==> src/rtl/sys_ctrl_pkg.sv <==
// sys_ctrl_pkg: shared command codes, FSM states and helpers for the system controller
package sys_ctrl_pkg;
  localparam logic [7:0] CMD_WR  = 8'hAA;
  localparam logic [7:0] CMD_RD  = 8'hBB;
  localparam logic [7:0] CMD_ALU = 8'hCC;
  localparam logic [7:0] CMD_NOP = 8'hDD;
  localparam logic [7:0] CMD_BWR = 8'hEE;
  localparam logic [7:0] CMD_BRD = 8'hEF;
  localparam int REG_A = 0;
  localparam int REG_B = 1;
  typedef enum logic [3:0] {
    IDLE, GET_ADDR, GET_CNT, GET_DATA, GET_A, GET_B, GET_FUN,
    RD_ISSUE, RD_WAIT, ALU_WAIT, PUSH
  } state_t;
  function automatic int res_bytes(input int w);
    return (w + 7) / 8;
  endfunction
endpackage

==> src/rtl/sys_ctrl_tx_serializer.sv <==
// sys_ctrl_tx_serializer: pushes a loaded word LSB byte first into the TX FIFO under backpressure
module sys_ctrl_tx_serializer #(
  parameter int NB = 2,
  parameter int CW = 2
) (
  input  logic           clk,
  input  logic           rst,
  input  logic           load_i,
  input  logic [NB*8-1:0] word_i,
  input  logic [CW-1:0]  cnt_i,
  input  logic           fifo_full_i,
  output logic [7:0]     fifo_wr_data_o,
  output logic           fifo_wr_inc_o,
  output logic           done_o
);
  logic [NB*8-1:0] word_q, word_d;
  logic [CW-1:0] left_q, left_d;
  logic done_q, done_d, push;
  assign push = (left_q != '0) && !fifo_full_i;
  assign fifo_wr_data_o = word_q[7:0];
  assign fifo_wr_inc_o = push;
  assign done_o = done_q;
  // shift out one byte per accepted push; the head byte stays put while the FIFO is full
  always_comb begin
    word_d = load_i ? word_i : push ? word_q >> 8 : word_q;
    left_d = load_i ? cnt_i : push ? left_q - 1'b1 : left_q;
    done_d = push && left_q == CW'(1);
  end
  // serializer state registers
  always_ff @(posedge clk) begin
    if (rst) begin
      word_q <= '0;
      left_q <= '0;
      done_q <= 1'b0;
    end else begin
      word_q <= word_d;
      left_q <= left_d;
      done_q <= done_d;
    end
  end
endmodule

==> src/rtl/sys_ctrl_burst.sv <==
// sys_ctrl_burst: UART command-frame controller driving register file, ALU and TX FIFO
module sys_ctrl_burst
  import sys_ctrl_pkg::*;
#(
  parameter int ADDR_WIDTH = 4,
  parameter int ALU_OUT_WIDTH = 16,
  parameter int TIMEOUT_CYCLES = 4096
) (
  input  logic                     CLK,
  input  logic                     RST,
  input  logic [7:0]               RX_P_DATA,
  input  logic                     RX_D_VLD,
  input  logic [ALU_OUT_WIDTH-1:0] ALU_OUT,
  input  logic                     ALU_OUT_VLD,
  input  logic [7:0]               RD_DATA,
  input  logic                     RD_DATA_VLD,
  input  logic                     FIFO_FULL,
  output logic [3:0]               ALU_FUN,
  output logic                     ALU_EN,
  output logic                     ALU_CLK_EN,
  output logic [ADDR_WIDTH-1:0]    ADDR,
  output logic                     WR_EN,
  output logic                     RD_EN,
  output logic [7:0]               WR_DATA,
  output logic [7:0]               FIFO_WR_DATA,
  output logic                     FIFO_WR_INC,
  output logic                     CLK_DIV_EN,
  output logic                     FRAME_ERR
);
  localparam int NB = res_bytes(ALU_OUT_WIDTH);
  localparam int SW = NB * 8;
  localparam int CW = $clog2(NB + 1);
  localparam int TW = TIMEOUT_CYCLES > 1 ? $clog2(TIMEOUT_CYCLES + 1) : 1;
  localparam int AMAX = 2 ** ADDR_WIDTH;
  state_t state_q, state_d;
  logic [7:0] cmd_q, cmd_d, cnt_q, cnt_d, wr_data_q, wr_data_d;
  logic [ADDR_WIDTH-1:0] ptr_q, ptr_d, addr_q, addr_d;
  logic [3:0] alu_fun_q, alu_fun_d;
  logic alu_en_q, alu_en_d, alu_clk_en_q, alu_clk_en_d, wr_en_q, wr_en_d, rd_en_q, rd_en_d, err_q, err_d;
  logic [TW-1:0] tmr_q, tmr_d;
  logic in_get, expire, ser_load, ser_done;
  logic [SW-1:0] ser_word;
  logic [CW-1:0] ser_cnt;
  assign in_get = state_q inside {GET_ADDR, GET_CNT, GET_DATA, GET_A, GET_B, GET_FUN};
  assign expire = (TIMEOUT_CYCLES != 0) && in_get && !RX_D_VLD && tmr_q == TW'(TIMEOUT_CYCLES - 1);
  assign {ALU_FUN, ALU_EN, ALU_CLK_EN, ADDR, WR_EN, RD_EN, WR_DATA, FRAME_ERR} =
         {alu_fun_q, alu_en_q, alu_clk_en_q, addr_q, wr_en_q, rd_en_q, wr_data_q, err_q};
  assign CLK_DIV_EN = 1'b1;
  sys_ctrl_tx_serializer #(.NB(NB), .CW(CW)) u_ser (
    .clk(CLK), .rst(RST), .load_i(ser_load), .word_i(ser_word), .cnt_i(ser_cnt),
    .fifo_full_i(FIFO_FULL), .fifo_wr_data_o(FIFO_WR_DATA), .fifo_wr_inc_o(FIFO_WR_INC), .done_o(ser_done)
  );
  // frame parser: next state, registered strobes and operand/address tracking
  always_comb begin
    state_d = state_q;
    cmd_d = cmd_q;
    cnt_d = cnt_q;
    ptr_d = ptr_q;
    addr_d = addr_q;
    wr_data_d = wr_data_q;
    alu_fun_d = alu_fun_q;
    alu_clk_en_d = alu_clk_en_q;
    alu_en_d = 1'b0;
    wr_en_d = 1'b0;
    rd_en_d = 1'b0;
    err_d = 1'b0;
    ser_load = 1'b0;
    ser_word = '0;
    ser_cnt = '0;
    tmr_d = (RX_D_VLD || !in_get) ? '0 : tmr_q + 1'b1;
    case (state_q)
      IDLE: if (RX_D_VLD) begin
        cmd_d = RX_P_DATA;
        cnt_d = 8'd1;
        state_d = RX_P_DATA inside {CMD_WR, CMD_RD, CMD_BWR, CMD_BRD} ? GET_ADDR :
                  RX_P_DATA == CMD_ALU ? GET_A : RX_P_DATA == CMD_NOP ? GET_FUN : IDLE;
        err_d = !(RX_P_DATA inside {CMD_WR, CMD_RD, CMD_BWR, CMD_BRD, CMD_ALU, CMD_NOP});
      end
      GET_ADDR: if (RX_D_VLD) begin
        err_d = int'(RX_P_DATA) >= AMAX;
        ptr_d = RX_P_DATA[ADDR_WIDTH-1:0];
        state_d = err_d ? IDLE : cmd_q == CMD_WR ? GET_DATA : cmd_q == CMD_RD ? RD_ISSUE : GET_CNT;
      end
      GET_CNT: if (RX_D_VLD) begin
        err_d = RX_P_DATA == 8'd0;
        cnt_d = RX_P_DATA;
        state_d = err_d ? IDLE : cmd_q == CMD_BWR ? GET_DATA : RD_ISSUE;
      end
      GET_DATA: if (RX_D_VLD) begin
        wr_en_d = 1'b1;
        wr_data_d = RX_P_DATA;
        addr_d = ptr_q;
        ptr_d = ptr_q + 1'b1;
        cnt_d = cnt_q - 8'd1;
        state_d = cnt_q == 8'd1 ? IDLE : GET_DATA;
      end
      GET_A, GET_B: if (RX_D_VLD) begin
        wr_en_d = 1'b1;
        wr_data_d = RX_P_DATA;
        addr_d = state_q == GET_A ? ADDR_WIDTH'(REG_A) : ADDR_WIDTH'(REG_B);
        state_d = state_q == GET_A ? GET_B : GET_FUN;
      end
      GET_FUN: if (RX_D_VLD) begin
        alu_fun_d = RX_P_DATA[3:0];
        alu_en_d = 1'b1;
        alu_clk_en_d = 1'b1;
        state_d = ALU_WAIT;
      end
      RD_ISSUE: begin
        rd_en_d = 1'b1;
        addr_d = ptr_q;
        state_d = RD_WAIT;
      end
      RD_WAIT: if (RD_DATA_VLD) begin
        ser_load = 1'b1;
        ser_word = SW'(RD_DATA);
        ser_cnt = CW'(1);
        state_d = PUSH;
      end
      ALU_WAIT: if (ALU_OUT_VLD) begin
        ser_load = 1'b1;
        ser_word = SW'(ALU_OUT);
        ser_cnt = CW'(NB);
        alu_clk_en_d = 1'b0;
        state_d = PUSH;
      end
      PUSH: if (ser_done) begin
        ptr_d = ptr_q + 1'b1;
        cnt_d = cnt_q - 8'd1;
        state_d = (cmd_q inside {CMD_RD, CMD_BRD} && cnt_q != 8'd1) ? RD_ISSUE : IDLE;
      end
      default: state_d = IDLE;
    endcase
    if (expire) begin
      err_d = 1'b1;
      state_d = IDLE;
    end
    if (RX_D_VLD && state_q inside {RD_ISSUE, RD_WAIT, ALU_WAIT, PUSH}) err_d = 1'b1;
  end
  // controller state and output registers
  always_ff @(posedge CLK) begin
    if (RST) begin
      state_q <= IDLE;
      cmd_q <= '0;
      cnt_q <= '0;
      ptr_q <= '0;
      addr_q <= '0;
      wr_data_q <= '0;
      alu_fun_q <= '0;
      alu_en_q <= 1'b0;
      alu_clk_en_q <= 1'b0;
      wr_en_q <= 1'b0;
      rd_en_q <= 1'b0;
      err_q <= 1'b0;
      tmr_q <= '0;
    end else begin
      state_q <= state_d;
      cmd_q <= cmd_d;
      cnt_q <= cnt_d;
      ptr_q <= ptr_d;
      addr_q <= addr_d;
      wr_data_q <= wr_data_d;
      alu_fun_q <= alu_fun_d;
      alu_en_q <= alu_en_d;
      alu_clk_en_q <= alu_clk_en_d;
      wr_en_q <= wr_en_d;
      rd_en_q <= rd_en_d;
      err_q <= err_d;
      tmr_q <= tmr_d;
    end
  end
endmodule

==> config.mk <==
export PLATFORM = sky130hd
export DESIGN_NAME = sys_ctrl_burst
export DESIGN_NICKNAME = d
export VERILOG_FILES = /design/src/rtl/sys_ctrl_pkg.sv /design/src/rtl/sys_ctrl_tx_serializer.sv /design/src/rtl/sys_ctrl_burst.sv
export SDC_FILE = /design/constraint.sdc
export NUM_CORES = 1
export LEC_CHECK = 0
export BUFFER_PORTS_ARGS = -buffer_cell sky130_fd_sc_hd__buf_2
export CAP_MARGIN = 20
export CORE_MARGIN = 8
export CORE_UTILIZATION = 45
export CTS_CLUSTER_DIAMETER = 80
export DETAILED_ROUTE_END_ITERATION = 6
export GPL_TIMING_DRIVEN = 1
export PLACE_DENSITY = 0.74
export SLEW_MARGIN = 20
export SYNTH_ARGS = -nofsm -noshare
export SYNTH_HDL_FRONTEND = slang
export SYNTH_SLANG_ARGS = --single-unit
==> constraint.sdc <==
create_clock -name CLK -period 5.3 [get_ports CLK]
set_input_delay 0.53 -clock CLK [delete_from_list [all_inputs] [get_ports CLK]]
set_output_delay 0.53 -clock CLK [all_outputs]
set_load 0.005 [all_outputs]
==> results by group <==
Placed design
  • Count of input and output buffers: 67
  • Placed cell count: 629
  • GP Congestion: 0.842
  • Post-detail-place hpwl: 6.99 mm

STA
  • Setup_tns: 0 ns
  • Final Max Tran Viols: 0
  • Fin Clk Skew: 0.0115 ns
  • Worst slew pin tran: 0.930 ns
  • Final Cycle Share: 0.564
  • Fin. Hold Viols: 0
  • Slew margin rel.: 0.379
  • # setup viols final: 0
  • RSZ-0062 raised after global routing: false
  • Tmin final: 2.99 ns
  • Peak Freq: 334 MHz

Logic synthesis
  • Post-synthesis xor/xnor area fraction: 0.0350
  • Post-Synthesis Cell Area: 4010 sq um
  • Yosys Warn Count: 0
  • Mux contribution to synthesized area: 0.0456
  • Mapped Cells: 498
  • Synthesized-area fraction occupied by adder cells: 0.0187
  • Syn avg cell area: 8.05 sq um
  • Top-area cell type share of the netlist area: 0.385
  • Post-synth EDFFs: 0
  • Complex-gate fraction of the synthesized area: 0.185
  • Seq cells post-synth: 77
  • Top_reg_cell synth: dfxtp_1
  • Synth area leaders: dfxtp_1, nor2_1, a21oi_1
  • Largest family of logic cells by synthesized area: simple AND/OR/NAND/NOR gates
  • Count of unique library cells instantiated by Yosys: 55
  • Post-Synth Simple-Gate Area: 0.264
  • Async set-reset flop share out of synthesis: 0
  • Post-synth net total: 542
  • Cell taking the most area after synthesis: dfxtp_1
  • Seq/Total Area, Yosys: 0.385

Floorplan
  • Std cell rows: 34
  • Boundary Pins: 69
  • Die area: 12200 sq um
  • Die H: 110 microns
  • Initial core utilization: 0.462
  • Die width: 110 microns
  • Core area: 8680 sq um

Clock network
  • Clock Path Buffers: 2
  • Root buffer cell: clkbuf_8
  • Post-CTS setup buffers: 0
  • CTS Buf Count: 9
  • CTS clock-pin slew for the worst setup and hold paths: 0.08 ns
  • Clock latency on the worst-skew pair: 0.35 ns
  • CTS resizes: 0
  • H-Tree Depth: 3
  • Clock sink total: 77
  • CTS Hold Bufs: 0
  • CTS tree: yes

Drt
  • Antenna-violating nets left: 0
  • Final WL: 9.90 mm
  • Iter 0 DRT Violations: 256
  • DRC Markers: 0
  • Routed vias: 3706
  • Avg WL per Cell: 15.3 microns
  • DR pass1 iterations: 5
  • Number of vias per cell: 5.75

Global routing
  • Global Route met3 Usage: 0.0372
  • M2 GR Usage: 0.251
  • First-pass GRT wire length: 16.0 mm
  • Total track usage: 0.163
  • Grt total ovfl: 0
  • Vias in the first global route: 3480
  • Largest net degree at the start of global routing: 65
  • Initial antenna violation count: 0
  • GR Util met1: 0.209
  • Gr busiest metal: met2

Critical path
  • CP Capture Type: register
  • WP data required: 5.56 ns
  • Crit path arrival time: 3.25 ns
  • Crit Path Max Fanout: 28
  • Startpoint types: register
  • Critical path class: reg2reg

Hold path
  • Hold Crit Class: in2reg

Pwr
  • Power Density: 267 nW/um^2
  • LEAKAGE: 1.68 nW
  • Maximum vdd drop: 0.169 mV

Cells and area
  • # nets final: 576
  • Commonest cells after routing, fill and taps aside: dfxtp_1, nor2_1, buf_2
  • Final Instance Count excl. Fillers: 645
  • Ant. Diodes: 0
  • Area Overhead vs Synth: 11.6%
  • Share of post-route cells with drive strength above 1: 0.168

Status
  • Status: finished, final reports clean

Run
  • Max cap viols: 0
==> layer usage <==
layer | vias up | share of wire
met5 | - | 0
met4 | 0 | 0.022
met3 | 20 | 0.063
met2 | 113 | 0.47
met1 | 1742 | 0.45
li1 | 1831 | -
==> area by class of cell <==
cell class,count,area (sq um)
clock buffer,12,155
clock inverter,4,55.1
fill,856,4210
inverter,10,37.5
multi-input combinational,366,2200
sequential,77,1540
tap,108,135
timing repair buffer,68,345
==> cell usage after synthesis (2+ instances only) <==
cell type,count
nor3_2,2
xnor2_1,10
a311oi_1,2
o21ai_0,19
or4bb_1,2
buf_1,2
xor2_1,6
nand2_1,34
or4_1,3
a22oi_1,18
mux2i_1,16
nor4b_1,2
ha_1,6
or3_1,4
and3_1,6
clkbuf_1,19
and2_1,5
a31oi_1,2
buf_4,9
nor2_1,77
nor4_1,7
dfxtp_1,77
nand3_1,26
a21oi_1,38
o211ai_1,2
nor2b_1,11
inv_1,10
a32o_1,4
o22ai_1,2
nand2b_1,6
nand4_1,7
nor3_1,8
o31ai_1,3
a221oi_1,2
nand3b_1,4
buf_2,14
mux2_2,2
a211oi_1,14
==> per-stage QoR <==
| stage | utilization | setup WS (ns) | hold slack, ns | power (mW) | instance area [sq um] |
|---|---|---|---|---|---|
| 3_3_place_gp | 0.491 | 2.57 | 0.428 | 0.732 | 4260 |
| 6_report | 0.515 | 2.31 | 0.373 | 1.19 | 4470 |
| 3_5_place_dp | 0.491 | 2.39 | 0.443 | 0.736 | 4260 |
| 5_1_grt | 0.515 | 2.09 | 0.362 | 1.24 | 4470 |
| 2_1_floorplan | - | 3.25 | 0.418 | 0.705 | 4010 |
| 4_1_cts | 0.515 | 2.37 | 0.356 | 1.20 | 4470 |
==> flip-flops by register name (all words and copies together) (netlist names), 2 cells and up <==
signal,count
tmr_q,13
state_q,4
cmd_q,8
ADDR,4
ALU_FUN,4
cnt_q,8
u_ser.word_q,16
u_ser.left_q,2
WR_DATA,8
ptr_q,4
==> worst max-delay path, stage by stage, from the launching register on <==
cell	delay (ns)
dfxtp_1	0.93
nor2b_1	0.24
and3_1	0.51
nor3_2	0.85
a21oi_1	0.10
a211oi_1	0.27
==> power breakdown <==
part	switching, mW	internal [mW]
Sequential	0.0118	0.594
Combinational	0.0701	0.0480
Clock	0.223	0.246
Total	0.305	0.888
==> path summary, 6_finish.rpt <==
path | startpoint | end | slack (ns) | cells after the start
worst max-delay path | state_q[2] | u_ser.word_q[0] | 2.31 | 5
worst max register to register | state_q[2] | u_ser.word_q[0] | 2.31 | 5
worst min register to register | tmr_q[0] | tmr_q[0] | 0.45 | 1
worst min-delay path | FIFO_FULL | u_ser.done_o | 0.37 | 2
==> logic make-up after synthesis <==
kind of cell / count (synthesis)
multiplexers: 18
adder cells (fa/ha/maj): 6
XOR/XNOR: 16
flip-flops: 77
AO/OA/AOI/OAI: 115
other: 1
buffers and inverters: 55
AND/OR/NAND/NOR: 210
No activity file was read; power rests on OpenSTA's default activity.
